**config.mk**
```make
export PLATFORM = sky130hd
export DESIGN_NAME = instr_fetch_unit
export DESIGN_NICKNAME = d
export VERILOG_FILES = /design/src/rtl/instr_fetch_unit.sv
export SDC_FILE = /design/constraint.sdc
export NUM_CORES = 1
export LEC_CHECK = 0
export BUFFER_PORTS_ARGS = -buffer_cell sky130_fd_sc_hd__buf_2
export CAP_MARGIN = 20
export CORE_ASPECT_RATIO = 1.4
export CORE_MARGIN = 4
export CORE_UTILIZATION = 47
export DETAILED_ROUTE_END_ITERATION = 7
export PLACE_DENSITY = 0.71
export SYNTH_ARGS = -nofsm -noshare
export SYNTH_HDL_FRONTEND = slang
export SYNTH_SLANG_ARGS = --single-unit
```
**constraint.sdc**
```tcl
create_clock -name clk -period 3.7 [get_ports clk]
set_clock_uncertainty 0.15 [all_clocks]
set_input_delay 0.555 -clock clk [delete_from_list [all_inputs] [get_ports clk]]
set_output_delay 0.555 -clock clk [all_outputs]
set_load 0.01 [all_outputs]
```
**src/rtl/instr_fetch_unit.sv**
```systemverilog
// Instruction fetch stage: issues word reads at the current PC under a credit limit
// and queues returned {inst, pc} pairs for decode; flush drops queued and in-flight words.
module instr_fetch_unit #(
  parameter int ADDR_W = 32,
  parameter int DATA_W = 32,
  parameter int DEPTH  = 2
) (
  input  logic              clk,
  input  logic              reset,
  input  logic [ADDR_W-1:0] pc,
  output logic              pc_advance,
  input  logic              flush,
  output logic              imem_req,
  output logic [ADDR_W-1:0] imem_addr,
  input  logic              imem_gnt,
  input  logic              imem_rvalid,
  input  logic [DATA_W-1:0] imem_rdata,
  output logic              inst_valid,
  input  logic              inst_ready,
  output logic [DATA_W-1:0] inst,
  output logic [ADDR_W-1:0] inst_pc,
  output logic              misaligned
);

  localparam int PTR_W = $clog2(DEPTH);
  localparam int CNT_W = $clog2(DEPTH + 1);
  localparam logic [CNT_W:0] CREDITS = (CNT_W + 1)'(DEPTH);

  typedef struct packed {
    logic [DATA_W-1:0] inst;
    logic [ADDR_W-1:0] pc;
  } entry_t;

  logic [CNT_W-1:0]  outstanding, discard, count;
  logic [CNT_W-1:0]  outstanding_nxt, discard_nxt, count_nxt;
  logic [ADDR_W-1:0] req_pc_mem [DEPTH];
  logic [PTR_W-1:0]  req_wr_ptr, req_rd_ptr;
  entry_t            dq_mem [DEPTH];
  logic [PTR_W-1:0]  dq_wr_ptr, dq_rd_ptr;
  logic              aligned, grant, push, pop, drop_dec;
  logic [CNT_W:0]    in_use;

  assign aligned    = (pc[1:0] == 2'b00);
  assign inst_valid = (count != '0);
  assign pop        = inst_valid & inst_ready & ~flush;
  assign drop_dec   = imem_rvalid & (discard != '0);
  assign push       = imem_rvalid & ~flush & (discard == '0);

  // A slot freed by this cycle's decode pop is lent to a new request, which is what
  // sustains one fetch per cycle; the sum can never exceed DEPTH after the edge.
  assign in_use = (CNT_W + 1)'(outstanding) + (CNT_W + 1)'(count) - (CNT_W + 1)'(pop);

  assign imem_req   = ~reset & ~flush & ~misaligned & aligned & (in_use < CREDITS);
  assign imem_addr  = pc;
  assign grant      = imem_req & imem_gnt;
  assign pc_advance = grant;

  assign inst    = inst_valid ? dq_mem[dq_rd_ptr].inst : '0;
  assign inst_pc = inst_valid ? dq_mem[dq_rd_ptr].pc   : '0;

  // NOTE: every always_comb output gets a value on every path, so no latch is inferred.
  always_comb begin
    outstanding_nxt = outstanding + CNT_W'(grant) - CNT_W'(imem_rvalid);
    count_nxt       = count + CNT_W'(push) - CNT_W'(pop);
    discard_nxt     = discard - CNT_W'(drop_dec);
    if (flush) begin
      count_nxt   = '0;
      // outstanding already counts the responses still owed to discard.
      discard_nxt = outstanding - CNT_W'(imem_rvalid);
    end
  end

  // NOTE: state registers use non-blocking assignments so every flop samples pre-edge values.
  always_ff @(posedge clk or posedge reset) begin
    if (reset) begin
      outstanding <= '0;
      discard     <= '0;
      count       <= '0;
      misaligned  <= 1'b0;
      req_wr_ptr  <= '0;
      req_rd_ptr  <= '0;
      dq_wr_ptr   <= '0;
      dq_rd_ptr   <= '0;
    end else begin
      outstanding <= outstanding_nxt;
      discard     <= discard_nxt;
      count       <= count_nxt;
      misaligned  <= flush ? 1'b0 : (misaligned | ~aligned);
      if (grant)       req_wr_ptr <= req_wr_ptr + PTR_W'(1);
      if (imem_rvalid) req_rd_ptr <= req_rd_ptr + PTR_W'(1);
      if (flush) begin
        dq_wr_ptr <= '0;
        dq_rd_ptr <= '0;
      end else begin
        if (push) dq_wr_ptr <= dq_wr_ptr + PTR_W'(1);
        if (pop)  dq_rd_ptr <= dq_rd_ptr + PTR_W'(1);
      end
    end
  end

  // NOTE: storage arrays are not reset; the counters and pointers define which entries are live.
  always_ff @(posedge clk) begin
    if (grant) req_pc_mem[req_wr_ptr] <= pc;
    if (push)  dq_mem[dq_wr_ptr] <= '{inst: imem_rdata, pc: req_pc_mem[req_rd_ptr]};
  end

endmodule
```
# --- After elaboration in Yosys (flattened, before gate mapping) ---
# Memories as Yosys holds them, arrays and structs flattened.
# Index checks and enable logic that the tools add are counted.
classes:
  magnitude_cmp: 1
  muxes: 13
  n_reduce_logical: 6
  addsub: 12
  bitwise: 15
op_table:
  columns: ["op", "count"]
  rows:
  - ["$mux W32", 2]
  - ["$and A1 B1 Y1", 10]
  - ["$mux W1", 9]
  - ["$reduce_bool A2 Y1", 4]
  - ["$sub A2 B1 Y2", 4]
  - ["$add A1 B1 Y1 const B", 4]
  - ["$add A2 B1 Y2", 2]
  - ["$logic_not A2 Y1", 2]
  - ["$mux W2", 2]
  - ["$not A1 Y1", 4]
  - ["$add A2 B2 Y3", 1]
  - ["$lt A3 B2 Y1 const B", 1]
  - ["$sub A3 B1 Y3", 1]
  - ["$or A1 B1 Y1", 1]
word_totals:
  out_inout_bits: 100
  mem_count: 2
  ramBits: 192
  inputBits: 70
  elab_cells: 57
  ff_bits: 11
memory_table:
  columns: ["memory", "depth", "word_bits", "rd", "rd_ports_with_merged_regs", "wr", "line", "rtl"]
  rows:
  - ["dq_mem", 2, 64, 1, 0, 1, "38", "entry_t dq_mem [DEPTH];"]
  - ["req_pc_mem", 2, 32, 1, 0, 1, "36", "logic [ADDR_W-1:0] req_pc_mem [DEPTH];"]

# --- Logic depth before layout (Yosys ltp) ---
logic_depth:
  depth_word: 9
  mapped_depth: 10
  mapped_depth_nobuf: 10

# --- Worst setup path before layout ---
# Ideal clock, no wire load.
synth_path:
  path_kind: "input to register"
  start: "input port flush"
  end: "memory dq_mem[0][0] in the netlist's numbering, enable pin"
  arrival_time_ns: 3.577
  n_path_buf: 1
  t_required_ns: 3.064
  slack_ns: -0.513
  setup_ns: 0.486
  cell_stages: 3
  path_cell_list: "buf_2 nand2b_1 nor2_1"
synth_between:
  elab_chain_len: 5
synth_lines:
  columns: ["item", "line", "rtl"]
  rows:
  - ["from (decl)", "12", "input logic flush,"]
  - ["$not A1 Y1", "47", "assign push = imem_rvalid & ~flush & (discard == '0);"]
  - ["$and A1 B1 Y1 (2 in series)", "47", null]
  - ["$mux W1", "104", "if (push) dq_mem[dq_wr_ptr] <= '{inst: imem_rdata, pc: req_pc_mem[req_rd_ptr]};"]
  - ["$mux W1 (not written as such)", "104", null]
  - ["to (decl)", "38", null]
# No other way between the ends.

# --- Worst setup path after layout ---
layout_path:
  start: "register count[0]"
  end: "output port pc_advance"
layout_between:
  elab_chain_len: 7
  word_cells_on_any_way: 8
  cone_classes: "add/sub (2); order compare (1); bitwise (4); reduce/logical (1)"
layout_lines:
  columns: ["item", "line", "rtl"]
  rows:
  - ["from (decl)", "34", "logic [CNT_W-1:0] outstanding, discard, count;"]
  - ["from (signal assigned)", "87", "count <= count_nxt;"]
  - ["$reduce_bool A2 Y1", "44", "assign inst_valid = (count != '0);"]
  - ["$and A1 B1 Y1 (2 in series)", "45", "assign pop = inst_valid & inst_ready & ~flush;"]
  - ["$sub A3 B1 Y3 *", "51", "assign in_use = (CNT_W + 1)'(outstanding) + (CNT_W + 1)'(count) - (CNT_W + 1)'(pop);"]
  - ["$lt A3 B2 Y1 *", "53", "assign imem_req = ~reset & ~flush & ~misaligned & aligned & (in_use < CREDITS);"]
  - ["$and A1 B1 Y1 *", "53", null]
  - ["$and A1 B1 Y1 *", "55", "assign grant = imem_req & imem_gnt;"]
  - ["to (decl)", "11", "output logic pc_advance,"]
# Every way passes the cells marked *; elsewhere a longest branch is shown, timed or not.

==> impl_metrics.env <==
export IMPL_tritoncts="done"
export IMPL_post_cts_buffers=0
export IMPL_syn_inst=467
export IMPL_crit_required_ns=2.99
export IMPL_hold_class="primary input to flip-flop"
export IMPL_finalHoldViolations=0
export IMPL_use_met1=0.172
export IMPL_place_port_buffers=169
export IMPL_start_util=0.481
export IMPL_gr_max_usage_layer="met2"
export IMPL_ys_top_cells_by_area="edfxtp_1 (71%), mux2i_1 (8.0%), mux2_1 (4.5%), nor2_1 (3.5%), dfrtp_1 (3.4%)"
export IMPL_maxCapViolCount=0
export IMPL_path_max_fanout=4
export IMPL_yosys_register_bits=203
export IMPL_grt_pass1_vias=4466
export IMPL_cp_start_kind="flip-flop"
export IMPL_n_antenna_cell=0
export IMPL_insertion_delay_ns=0.47
export IMPL_synth_distinct_cells=27
export IMPL_synth_top_area_frac=0.712
export IMPL_synth_top_area_cell="edfxtp_1"
export IMPL_dr_pass1_iters=4
export IMPL_io_pin_count=170
export IMPL_drive_above_1_share=0.333
export IMPL_irDropWorstVdd_mv=0.401
export IMPL_die_y_um=163
export IMPL_place_ws_ns=0.522
export IMPL_nets=694
export IMPL_maxSlewViolCount=0
export IMPL_ant_nets=0
export IMPL_gr_total_overflow=0
export IMPL_dr_first_iter_drc_count=214
export IMPL_post_route_period_util=0.933
export IMPL_avgViaCountPerCell=4.97
export IMPL_final_cell_area_mm2=0.00944
export IMPL_syn2layout_area_growth_pct=16.6
export IMPL_p_per_area_mw_per_mm2=589
export IMPL_dieArea_mm2=0.0194
export IMPL_rows=56
export IMPL_post_route_min_period_ns=3.45
export IMPL_vias=4115
export IMPL_wire_per_inst_um=17.6
export IMPL_route_detailed_drc=0
export IMPL_synth_cell_area_mm2=0.00809
export IMPL_hpwl_um=9570
export IMPL_numCtsBuffers=19
export IMPL_grt_setup_unrepaired="false"
export IMPL_met2_usage=0.283
export IMPL_crit_arrival_ns=2.75
export IMPL_syn_num_nets=545
export IMPL_status="finished clean"
export IMPL_design_core_area_mm2=0.0168
export IMPL_hold_ws_ns=0.123
export IMPL_relSlewSlack=0.387
export IMPL_clock_fmax_mhz=290
export IMPL_ctsHtreeMaxLevel=1
export IMPL_cts_root_buf="clkbuf_16"
export IMPL_clk_path_buf_depth=3
export IMPL_clock_sinks=203
export IMPL_p_leak_uw=0.00352
export IMPL_fp_dieW_um=119
export IMPL_grt_total_usage=0.149
export IMPL_grt_max_degree=65
export IMPL_antenna_found_initial=0
export IMPL_wirelength_um=14500
export IMPL_synth_ff_type="edfxtp_1"
export IMPL_use_met3=0.0260
export IMPL_syn_area_per_cell_um2=17.3
export IMPL_place_area_mm2=0.00888
export IMPL_fill_cells=1313
export IMPL_grt_pass1_wl_um=23000
export IMPL_synth_seq_area_share=0.746
export IMPL_synthArstFlopShare=0.0542
export IMPL_path_clk_slew_ns=0.06
export IMPL_tightest_slew_ns=0.919
export IMPL_setup_viol=0
export IMPL_yosysWarnings=0
export IMPL_end_kind="output port"
export IMPL_fin_ws_ns=0.249
export IMPL_place_gp_congestion=0.733
export IMPL_path_class="flip-flop to output port"
export IMPL_synth_edff_count=192
==> sequential cells by signal (all words and copies together), names as in the netlist <==
signal,cells
dq_rd_ptr,1
req_wr_ptr,1
outstanding,2
misaligned,1
dq_mem,128
dq_wr_ptr,1
count,2
req_rd_ptr,1
req_pc_mem,64
discard,2
==> synth_stat cells (2+ instances only) <==
library cell / count
buf_12: 5
buf_2: 8
buf_4: 33
buf_6: 4
dfrtp_1: 11
edfxtp_1: 192
ha_1: 7
inv_1: 10
mux2_1: 32
mux2i_1: 65
nand2b_1: 2
nor2_1: 75
xnor2_1: 6
xor2_1: 4
==> kinds of logic after synthesis <==
logic type	Yosys count	synth area share
muxes	97	0.125
adders and majority gates	8	0.0133
DFF	203	0.746
AOI/OAI and AO/OA	3	0.00216
xor gates and xnor gates	10	0.0108
and+or+nand+nor	84	0.0433
buffers and inverters	62	0.0591
==> power breakdown <==
part / total [uW] / switching [uW] / internal [uW]
Combinational: 1000 / 569 / 431
Clock: 1750 / 739 / 1010
Sequential: 2810 / 111 / 2700
Total: 5560 / 1420 / 4140
==> worst max-delay path: stages, from the launching register on <==
cell and delay (ns):
dfrtp_1 0.44, o21ai_1 0.22, nor2_1 0.09, ha_1 0.27
nand2b_1 0.15, fa_1 0.51, and2_1 0.13, nand4_1 0.21
inv_1 0.14, buf_2 0.14
==> final cells by class <==
type	instances	area, um2	area share
sequential	203	6040	0.640
multi-input combinational	202	1600	0.170
timing repair buffer	179	948	0.100
clock buffer	24	494	0.0524
tap	203	254	0.0269
clock inverter	6	51.3	0.00544
inverter	11	41.3	0.00437
==> path summary, 6_finish.rpt <==
kind                              startpoint                end  slack [ns]  depth (start not counted)
max reg2reg                         count[0]  req_pc_mem[1][12]        0.83                          9
min                           imem_rdata[16]      dq_mem[0][48]        0.12                          1
min in group asynchronous              reset         misaligned        0.49                          3
max                                 count[0]         pc_advance        0.25                          9
min reg2reg                req_pc_mem[0][31]      dq_mem[1][31]        0.40                          1
max in group asynchronous              reset          dq_rd_ptr        2.57                          3
==> routing by layer <==
metal / up-vias / part of all wire
li1: 1974 / -
met1: 1989 / 0.38
met2: 128 / 0.55
met3: 24 / 0.050
met4: 0 / 0.020
met5: - / 0
==> through the flow <==
| step | total power, uW | std cells | TNS (ns) | utilization |
|---|---|---|---|---|
| 6_report | 5560 | 828 | 0 | 0.561 |
| 5_1_grt | 5850 | 828 | 0 | 0.561 |
| 3_5_place_dp | 3880 | 797 | 0 | 0.528 |
| 3_3_place_gp | 3840 | 797 | 0 | 0.528 |
| 4_1_cts | 5640 | 828 | 0 | 0.561 |
| 2_1_floorplan | 3590 | 467 | -65.66 | - |
==> cells in the final DEF, fill, tap and decap left out, drive strengths merged, types with 2 or more instances in the layout <==
cell    count
mux2       32
nand2b      2
nor2       75
buf       178
xnor2       6
xor2        4
mux2i      65
inv        11
ha          7
clkbuf     24
dfrtp      11
clkinv      5
edfxtp    192
==> what timing repair did <==
action                                  4_1_cts  5_1_grt
gates resized for setup                       0        1
hold endpoints to repair                     11        0
endpoints found under the setup margin        0        1
hold buffers                                  1        0
(Power assumes the default switching activity.)
